File: config.mk
export PLATFORM = sky130hd
export DESIGN_NAME = imem_arbiter
export DESIGN_NICKNAME = d
export VERILOG_FILES = /design/src/rtl/imem_arbiter_pkg.sv /design/src/rtl/imem_route_fifo.sv /design/src/rtl/imem_arbiter.sv
export SDC_FILE = /design/constraint.sdc
export NUM_CORES = 1
export LEC_CHECK = 0
export CORE_AREA = 2 2 111 113
export CTS_BUF_LIST = sky130_fd_sc_hd__clkbuf_16
export CTS_CLUSTER_DIAMETER = 50
export DETAILED_ROUTE_END_ITERATION = 8
export DIE_AREA = 0 0 113 115
export GPL_TIMING_DRIVEN = 0
export PLACE_DENSITY = 0.88
export SLEW_MARGIN = 10
export SYNTH_ARGS = -nofsm -noshare
export SYNTH_HDL_FRONTEND = slang
export SYNTH_SLANG_ARGS = --single-unit
File: constraint.sdc
create_clock -name clk -period 4.15 [get_ports clk]
set_clock_uncertainty 0.15 [all_clocks]
set_input_delay 0.83 -clock clk [delete_from_list [all_inputs] [get_ports clk]]
set_output_delay 0.83 -clock clk [all_outputs]
set_load 0.02 [all_outputs]
File: src/rtl/imem_arbiter_pkg.sv
// Shared types for the instruction-memory arbiter: requester ids and routing entries.
package imem_arbiter_pkg;

  localparam int unsigned MAX_OUTSTANDING_DEF = 4;

  typedef enum logic {
    PORT_FETCH = 1'b0,
    PORT_AUX   = 1'b1
  } port_id_e;

  typedef struct packed {
    port_id_e port_id;
    logic     discard;
  } route_entry_t;

  // One-hot per-port vector for a requester id
  function automatic logic [1:0] port_onehot(input port_id_e p);
    return (p == PORT_AUX) ? 2'b10 : 2'b01;
  endfunction

endpackage

File: src/rtl/imem_route_fifo.sv
// In-order routing FIFO recording the owner of each in-flight memory request.
// flush_mark_i sets discard on every fetch-owned entry; a push in the same
// cycle lands unmarked.
module imem_route_fifo
  import imem_arbiter_pkg::*;
#(
  parameter int unsigned DEPTH = MAX_OUTSTANDING_DEF
) (
  input  logic         clk,
  input  logic         rst,
  input  logic         push_i,
  input  route_entry_t push_entry_i,
  input  logic         pop_i,
  input  logic         flush_mark_i,
  output route_entry_t head_o,
  output logic         empty_o,
  output logic         full_o
);

  localparam int unsigned AW = (DEPTH > 1) ? $clog2(DEPTH) : 1;
  localparam int unsigned PW = AW + 1;

  logic [PW-1:0] wr_ptr_q;
  logic [PW-1:0] rd_ptr_q;
  route_entry_t  mem_q [DEPTH];

  assign empty_o = (wr_ptr_q == rd_ptr_q);
  assign full_o  = (wr_ptr_q[AW] != rd_ptr_q[AW]) &&
                   (wr_ptr_q[AW-1:0] == rd_ptr_q[AW-1:0]);
  assign head_o  = mem_q[rd_ptr_q[AW-1:0]];

  // Read/write pointers with wrap bit
  always_ff @(posedge clk) begin
    if (rst) begin
      wr_ptr_q <= '0;
      rd_ptr_q <= '0;
    end else begin
      if (push_i && !full_o) wr_ptr_q <= wr_ptr_q + PW'(1);
      if (pop_i && !empty_o) rd_ptr_q <= rd_ptr_q + PW'(1);
    end
  end

  // Entry storage: flush marking first, so a same-cycle push overrides it
  always_ff @(posedge clk) begin
    for (int i = 0; i < int'(DEPTH); i++) begin
      if (flush_mark_i && (mem_q[i].port_id == PORT_FETCH)) mem_q[i].discard <= 1'b1;
    end
    if (push_i && !full_o) mem_q[wr_ptr_q[AW-1:0]] <= push_entry_i;
  end

endmodule

File: src/rtl/imem_arbiter.sv
// Round-robin arbiter sharing the instruction-memory port between fetch (port 0)
// and an auxiliary requester (port 1), with in-order response routing and
// fetch flush. Optional performance counters: define IMEM_ARBITER_PERF_EN.
module imem_arbiter
  import imem_arbiter_pkg::*;
#(
  parameter int unsigned XLEN                 = 32,
  parameter int unsigned INSTR_MEM_ADDR_WIDTH = 16,
  parameter int unsigned INSTR_MEM_WIDTH      = 32,
  parameter int unsigned MAX_OUTSTANDING      = MAX_OUTSTANDING_DEF
) (
  input  logic                            clk,
  input  logic                            rst,
  input  logic [1:0]                      req_valid,
  output logic [1:0]                      req_ready,
  input  logic [INSTR_MEM_ADDR_WIDTH-1:0] req_addr0,
  input  logic [INSTR_MEM_ADDR_WIDTH-1:0] req_addr1,
  input  logic [XLEN-1:0]                 req_tag0,
  input  logic [XLEN-1:0]                 req_tag1,
  input  logic                            fetch_flush,
  output logic [INSTR_MEM_ADDR_WIDTH-1:0] instr_mem_addr,
  output logic                            instr_mem_addr_valid,
  output logic [XLEN-1:0]                 instr_mem_tag_out,
  input  logic [INSTR_MEM_WIDTH-1:0]      instr_mem_rdata,
  input  logic                            instr_mem_rdata_valid,
  input  logic [XLEN-1:0]                 instr_mem_tag_in,
  output logic [1:0]                      resp_valid,
  output logic [INSTR_MEM_WIDTH-1:0]      resp_rdata,
  output logic [XLEN-1:0]                 resp_tag,
`ifdef IMEM_ARBITER_PERF_EN
  output logic [31:0]                     perf_grants0,
  output logic [31:0]                     perf_grants1,
  output logic [31:0]                     perf_full_stalls,
`endif
  output logic                            err_unexpected
);

  localparam int unsigned CW = $clog2(MAX_OUTSTANDING + 1);
  localparam logic [CW-1:0] CNT_MAX = CW'(MAX_OUTSTANDING);

  logic [CW-1:0]                   cnt_q, cnt_d;
  port_id_e                        last_q;
  logic                            addr_valid_q;
  logic [INSTR_MEM_ADDR_WIDTH-1:0] addr_q;
  logic [XLEN-1:0]                 tag_q;
  logic                            err_q;

  logic         slot_free;
  logic         gnt_any;
  port_id_e     gnt_port;
  logic         pop;
  logic         drop;
  route_entry_t head;
  logic         fifo_empty;
  logic         fifo_full;

  // fifo_full tracks cnt saturation; both gate acceptance
  assign slot_free = (cnt_q < CNT_MAX) && !fifo_full;

  // Round-robin grant: on contention the port not granted last wins
  always_comb begin
    gnt_any  = 1'b0;
    gnt_port = PORT_FETCH;
    if (!rst && slot_free) begin
      if (&req_valid) begin
        gnt_any  = 1'b1;
        gnt_port = (last_q == PORT_FETCH) ? PORT_AUX : PORT_FETCH;
      end else if (req_valid[0]) begin
        gnt_any  = 1'b1;
        gnt_port = PORT_FETCH;
      end else if (req_valid[1]) begin
        gnt_any  = 1'b1;
        gnt_port = PORT_AUX;
      end
    end
  end

  assign req_ready = gnt_any ? port_onehot(gnt_port) : 2'b00;

  // Response steering: flush also drops a fetch response popped this cycle
  assign pop        = instr_mem_rdata_valid && !fifo_empty && !rst;
  assign drop       = head.discard || (fetch_flush && (head.port_id == PORT_FETCH));
  assign resp_valid = (pop && !drop) ? port_onehot(head.port_id) : 2'b00;
  assign resp_rdata = instr_mem_rdata;
  assign resp_tag   = instr_mem_tag_in;

  imem_route_fifo #(
    .DEPTH (MAX_OUTSTANDING)
  ) u_route_fifo (
    .clk          (clk),
    .rst          (rst),
    .push_i       (gnt_any),
    .push_entry_i ('{port_id: gnt_port, discard: 1'b0}),
    .pop_i        (pop),
    .flush_mark_i (fetch_flush && !rst),
    .head_o       (head),
    .empty_o      (fifo_empty),
    .full_o       (fifo_full)
  );

  // Outstanding count: simultaneous accept and response leaves it unchanged
  always_comb begin
    cnt_d = cnt_q;
    if (gnt_any && !pop)      cnt_d = cnt_q + CW'(1);
    else if (!gnt_any && pop) cnt_d = cnt_q - CW'(1);
  end

  // Output register, arbitration pointer, count and sticky error
  always_ff @(posedge clk) begin
    if (rst) begin
      addr_valid_q <= 1'b0;
      addr_q       <= '0;
      tag_q        <= '0;
      last_q       <= PORT_AUX;
      cnt_q        <= '0;
      err_q        <= 1'b0;
    end else begin
      addr_valid_q <= gnt_any;
      if (gnt_any) begin
        addr_q <= (gnt_port == PORT_AUX) ? req_addr1 : req_addr0;
        tag_q  <= (gnt_port == PORT_AUX) ? req_tag1 : req_tag0;
        last_q <= gnt_port;
      end
      cnt_q <= cnt_d;
      if (instr_mem_rdata_valid && fifo_empty) err_q <= 1'b1;
    end
  end

  assign instr_mem_addr_valid = addr_valid_q;
  assign instr_mem_addr       = addr_q;
  assign instr_mem_tag_out    = tag_q;
  assign err_unexpected       = err_q;

`ifdef IMEM_ARBITER_PERF_EN
  logic [31:0] grants0_q, grants1_q, stalls_q;

  // Saturating grant and full-stall counters
  always_ff @(posedge clk) begin
    if (rst) begin
      grants0_q <= '0;
      grants1_q <= '0;
      stalls_q  <= '0;
    end else begin
      if (gnt_any && (gnt_port == PORT_FETCH) && !(&grants0_q)) grants0_q <= grants0_q + 32'd1;
      if (gnt_any && (gnt_port == PORT_AUX) && !(&grants1_q))   grants1_q <= grants1_q + 32'd1;
      if ((|req_valid) && (cnt_q == CNT_MAX) && !(&stalls_q))   stalls_q  <= stalls_q + 32'd1;
    end
  end

  assign perf_grants0     = grants0_q;
  assign perf_grants1     = grants1_q;
  assign perf_full_stalls = stalls_q;
`endif

endmodule

Word-level counts from Yosys, hierarchy flattened --
Memories as Yosys holds them, arrays and structs flattened. A register that Yosys moved wholly into a read port is not among the register bits. Cells that the tools add are included.
Storage, ports and cells: register bits 60, output and inout port bits 118, memories 1, input bits 166, memory bits (writable) 8
Memory list:
- u_route_fifo.mem_q | words 4, width 2, read ports 5, clocked after Yosys merged registers in 1, write ports 5, RTL line imem_route_fifo.sv:25 | route_entry_t mem_q [DEPTH];
Cells by class: muxes and demuxes 28, $add $sub $neg 4, bitwise gates (word level) 5, reductions and logical operators 26, equal/unequal tests 3, order comparisons 1
Operator list (number):
- $mux W32 | 1
- $mux W1 | 18
- $logic_and A1 B1 Y1 | 17
- $mux W16 | 1
- $mux W2 | 6
- $add A3 B1 Y3 const B | 3
- $logic_not A1 Y1 | 6
- $mux W3 | 2
- $not A1 Y1 | 5
- $eq A3 B3 Y1 | 1
- $lt A3 B3 Y1 const B | 1
- $sub A3 B1 Y3 const B | 1
- $eq A2 B2 Y1 | 1
- $reduce_and A2 Y1 | 1
- $reduce_bool A2 Y1 | 1
- $logic_or A1 B1 Y1 | 1
- $ne A1 B1 Y1 | 1

Longest topological paths before layout --
depth after elaboration 10, mapped depth 12

Hierarchy --
A second synthesis with hierarchy kept.
Second synthesis, totals: cell total of the unflattened synthesis 480, area, all modules 4068.9 sq um
By module, submodules not included:
- imem_arbiter | area each 3128.0 sq um, sequential area each 1081.0 sq um, instances 1, cells an instance 383
- imem_route_fifo | area each 940.9 sq um, sequential area each 360.3 sq um, instances 1, cells an instance 97

Worst setup path after synthesis --
Ideal clock, no wire load.
kind input to register, start in rst, end reg cnt_q[2], data arrival time 2.846 ns, path slack 1.083 ns, path buffers 3, stages on the path 12, required time 3.929 ns, path through clkbuf_1 -> nor2_1 -> o311ai_4 -> inv_2 -> buf_6 -> buf_6 -> ha_1 -> inv_1 -> fa_1 -> xor2_1 -> or3_1 -> a21oi_1
Between the ends: word-level cells in the longest chain between the ends 6, elaborated cells between the ends (all ways) 10, classes of those cells mux: 2; reduce/logical: 8
RTL lines:
- start: declaration | RTL line imem_arbiter.sv:13 | input logic rst,
- $logic_not A1 Y1 * | RTL line imem_arbiter.sv:64 | if (!rst && slot_free) begin
- $logic_and A1 B1 Y1 * | RTL line imem_arbiter.sv:64
- $mux W1 * | RTL line imem_arbiter.sv:64
- net gnt_any | RTL line imem_arbiter.sv:49 | logic gnt_any;
- $logic_not A1 Y1 | RTL line imem_arbiter.sv:105 | else if (!gnt_any && pop) cnt_d = cnt_q - CW'(1);
- $logic_and A1 B1 Y1 | RTL line imem_arbiter.sv:105
- $reduce_bool A2 Y1 (no line)
- end signal: assignment | RTL line imem_arbiter.sv:124 | cnt_q <= cnt_d;
- end: declaration | RTL line imem_arbiter.sv:41 | logic [CW-1:0] cnt_q, cnt_d;
The timed path passes the listed nets; every way through them passes the cells marked *. A chain may end at the register's enable or synchronous reset.

Worst setup path in the final report --
start in req_valid[1], end out req_ready[1]
Between the ends: word-level cells in the longest chain between the ends 6, elaborated cells between the ends (all ways) 10, classes of those cells mux: 9; reduce/logical: 1
RTL lines:
- start: declaration | RTL line imem_arbiter.sv:14 | input logic [1:0] req_valid,
- $mux W1 | RTL line imem_arbiter.sv:71 | end else if (req_valid[1]) begin
- $mux W1 | RTL line imem_arbiter.sv:68 | end else if (req_valid[0]) begin
- $mux W1 | RTL line imem_arbiter.sv:65 | if (&req_valid) begin
- $mux W1 | RTL line imem_arbiter.sv:64
- $mux W2 | RTL line imem_arbiter_pkg.sv:18 | return (p == PORT_AUX) ? 2'b10 : 2'b01;
- $mux W2 * | RTL line imem_arbiter.sv:78 | assign req_ready = gnt_any ? port_onehot(gnt_port) : 2'b00;
- end: declaration | RTL line imem_arbiter.sv:15 | output logic [1:0] req_ready,
Every way passes the cells marked *; elsewhere a longest branch is shown, timed or not.

==> flow_metrics.tcl <==
set metrics [dict create \
    ys_seq_area_frac 0.370 \
    hold-worst-slack_ns 0.321 \
    cts.clk_slew.worst_paths_ns 0.06 \
    num_rows 40 \
    finalNonFillerCells 764 \
    endpoint_kind "primary output" \
    synth-seq-cells 70 \
    worst_slew_pin_slew_ns 0.745 \
    grt_max_degree 16 \
    netlist-cell-type-count 39 \
    place.port_buffers 218 \
    rsz0062_at_grt "false" \
    via_per_inst 4.66 \
    n_antenna_cell 0 \
    grt_first_pass_wirelength_mm 17.9 \
    synth-adder-area-share 0.0244 \
    dp_hpwl_mm 9.77 \
    drt_iter0_drc 149 \
    synth_compound_area_frac 0.185 \
    place_inst 749 \
    synth_xor_area_frac 0.0180 \
    syn_inst 384 \
    cts_htree_levels 3 \
    post-route-drc-count 20 \
    post_cts_buffers 0 \
    cp_max_fo 15 \
    cp_common_cell "clkdlybuf4s50_1" \
    nNetsFinal 785 \
    postLayoutCellArea_sq_um 6530 \
    die-height_um 115 \
    grt-ovfl-total 0 \
    min_period_ns 3.81 \
    core_sq_um 11800 \
    drtAntennaViolNets 0 \
    drt_first_pass_iters 6 \
    p_leak_uw 0.00260 \
    placed_area_sq_um 6260 \
    outcome "complete, but fails checks" \
    cts_buffer_depth 2 \
    yosys.area_share.simple 0.0924 \
    power_density_nw_per_um2 423 \
    min_period_over_period 0.917 \
    crit_slowest_cell "clkdlybuf4s50_1" \
    hold_violations 0 \
    cts_tree "built" \
    ys_warn_count 0 \
    synthMuxAreaShare 0.140 \
    wire_per_inst_um 15.8 \
    num_vias 3558 \
    startpoint_type "input port" \
    hold_class "reg2reg" \
    criticalPathCategory "in2out" \
    clock_sinks 70 \
    rrSetupSlack_ns 1.07 \
    syn-cell-area_sq_um 3900 \
    grt_pass1_vias 3610 \
    antenna_found_initial 0 \
    setup_viol 0 \
    gp_congestion 0.797 \
    die_x_um 113 \
    io_pins 284 \
    synth_top_family_by_area "compound AO/OA/AOI/OAI gates" \
    crit_chain "clkdlybuf4s50_1, a21boi_0, buf_2, and3_1, clkdlybuf4s50_1" \
    cpPeakStageDelay_ns 0.62 \
    clk_latency_ns 0.33 \
    initial_core_util 0.330 \
    dieArea_sq_um 13000 \
    crit_arrival_ns 2.83 \
    wl_mm 12.1 \
    drive_gt1_frac 0.241 \
    critical_path_required_ns 3.17 \
    final_max_slew_viol_count 0 \
    avgSynthCellArea_sq_um 10.2 \
    grt_usage 0.173 \
    slew_headroom 0.503 \
    fmax_mhz 263 \
    fillers 1006 \
    synthesis.nets 557 \
    violations "design-rule violations" \
    ir_worst_vdd_uv 205 \
    maxCapViolCount 0 \
    cts-root-buf "clkbuf_16" \
    cts_inserted_buffers 9 \
    area_growth_pct 67.5 \
]
## Yosys cell counts
| library cell | number | area (sq um) |
|---|---|---|
| nor2_1 | 70 | 263 |
| buf_4 | 66 | 495 |
| dfxtp_1 | 66 | 1320 |
| mux2i_1 | 50 | 500 |
| a211oi_2 | 47 | 588 |
| buf_2 | 9 | 45.0 |
| clkbuf_1 | 7 | 26.3 |
| xor2_1 | 7 | 61.3 |
| buf_6 | 6 | 67.6 |
| ha_1 | 6 | 75.1 |
| inv_1 | 6 | 22.5 |
| a21oi_1 | 5 | 25.0 |
| edfxtp_1 | 4 | 120 |
| and2_1 | 3 | 18.8 |
| and3_1 | 3 | 18.8 |
| nand2_1 | 3 | 11.3 |
| mux4_2 | 2 | 45.0 |
| nand2b_1 | 2 | 12.5 |
| o21ai_0 | 2 | 10.0 |
| a211o_1 | 1 | 8.76 |
| a211oi_1 | 1 | 7.51 |
| a21boi_0 | 1 | 7.51 |
| a31oi_1 | 1 | 6.26 |
| buf_1 | 1 | 3.75 |
| fa_1 | 1 | 20.0 |
| inv_2 | 1 | 3.75 |
| nand3_1 | 1 | 5.00 |
| nor3_1 | 1 | 5.00 |
| nor3b_1 | 1 | 7.51 |
| nor4_1 | 1 | 6.26 |
| o21ai_1 | 1 | 5.00 |
| o311ai_0 | 1 | 8.76 |
| o311ai_4 | 1 | 26.3 |
| o31a_1 | 1 | 8.76 |
| o31ai_1 | 1 | 7.51 |
| o31ai_2 | 1 | 12.5 |
| or2_2 | 1 | 6.26 |
| or3_1 | 1 | 6.26 |
| xnor2_1 | 1 | 8.76 |
## final timing paths
check	cells after the start	startpoint	to
max	5	req_valid[1]	req_ready[1]
min	2	u_route_fifo.mem_q[0][0]	u_route_fifo.mem_q[0][0]
max reg2reg	11	u_route_fifo.wr_ptr_q[0]	cnt_q[2]
min reg2reg	2	u_route_fifo.mem_q[0][0]	u_route_fifo.mem_q[0][0]
## metal layers
metal / GRT usage / routed length, um / vias up
met1: 0.186 / 4560 / 1679
met5: 0 / 0 / -
met4: 0.0415 / 95 / 0
met3: 0.0438 / 837 / 6
met2: 0.337 / 6580 / 151
li1: - / - / 1722
## per-stage QoR
stage	worst slack (ns)	total power (uW)	util	TNS, ns
final	0.343	2760	0.553	0
after floorplan	1.08	1620	-	0
after detailed placement	-0.0639	2080	0.530	-0.0639
after global routing	0.297	2920	0.553	0
after global placement	0.0404	2030	0.530	0
after CTS	0.370	2790	0.553	0
## flip-flops by register name, indices dropped and copies added, names as in the netlist, named ones only
| name | count |
|---|---|
| instr_mem_tag_out | 32 |
| instr_mem_addr | 16 |
| u_route_fifo.mem_q | 8 |
| cnt_q | 3 |
| u_route_fifo.rd_ptr_q | 3 |
| u_route_fifo.wr_ptr_q | 3 |
| err_unexpected | 1 |
| instr_mem_addr_valid | 1 |
| last_q | 1 |
## logic make-up after synthesis
kind of cell	count (synthesis)
adder cells (fa/ha/maj)	7
buffers and inverters	96
flip-flops	70
AND/OR/NAND/NOR	87
AO/OA/AOI/OAI	64
XOR/XNOR	8
multiplexers	52
## cell type report
class / count / area, sq um / share of cell area
buffer: 88 / 634 / 0.0971
clock buffer: 9 / 225 / 0.0345
clock inverter: 7 / 43.8 / 0.00671
inverter: 7 / 26.3 / 0.00402
multi-input combinational: 218 / 1790 / 0.275
sequential: 70 / 1440 / 0.221
tap: 147 / 184 / 0.0282
timing repair buffer: 218 / 2180 / 0.334
## layout by cell type (no fill, tap or decap), drive strengths merged
cell             n
o21ai            3
a31oi            1
a211oi          48
o31ai            2
xnor2            1
fa               1
mux4             2
dfxtp           66
nand3            1
edfxtp           4
clkbuf          15
and2             3
or3              1
mux2i           50
ha               6
nor2            70
or2              1
a21boi           1
a21oi            5
and3             3
a211o            1
clkinv           5
xor2             7
nor3             1
nor4             1
nand2            3
clkdlybuf4s50  218
o311ai           2
buf             82
inv              8
o31a             1
clkinvlp         1
nand2b           2
nor3b            1
## timing repair
action / in CTS / in global routing
hold buffers: 0 / 0
gates resized for setup: 0 / 0
endpoints found under the setup margin: 1 / 0
## worst max-delay path, delay by kind of cell
kind / cells / cell delay, ns
AO/OA/AOI/OAI: 1 / 0.20
buffers and inverters: 3 / 1.56
AND/OR/NAND/NOR: 1 / 0.23
## power by group
part	leakage (uW)	internal (uW)	total [uW]	switching, uW
Sequential	0.000583	818	906	88.2
Combinational	0.00188	575	1160	587
Clock	0.000136	401	695	294
Total	0.00260	1790	2760	970
Note: power is estimated with default switching activity, not from simulation.
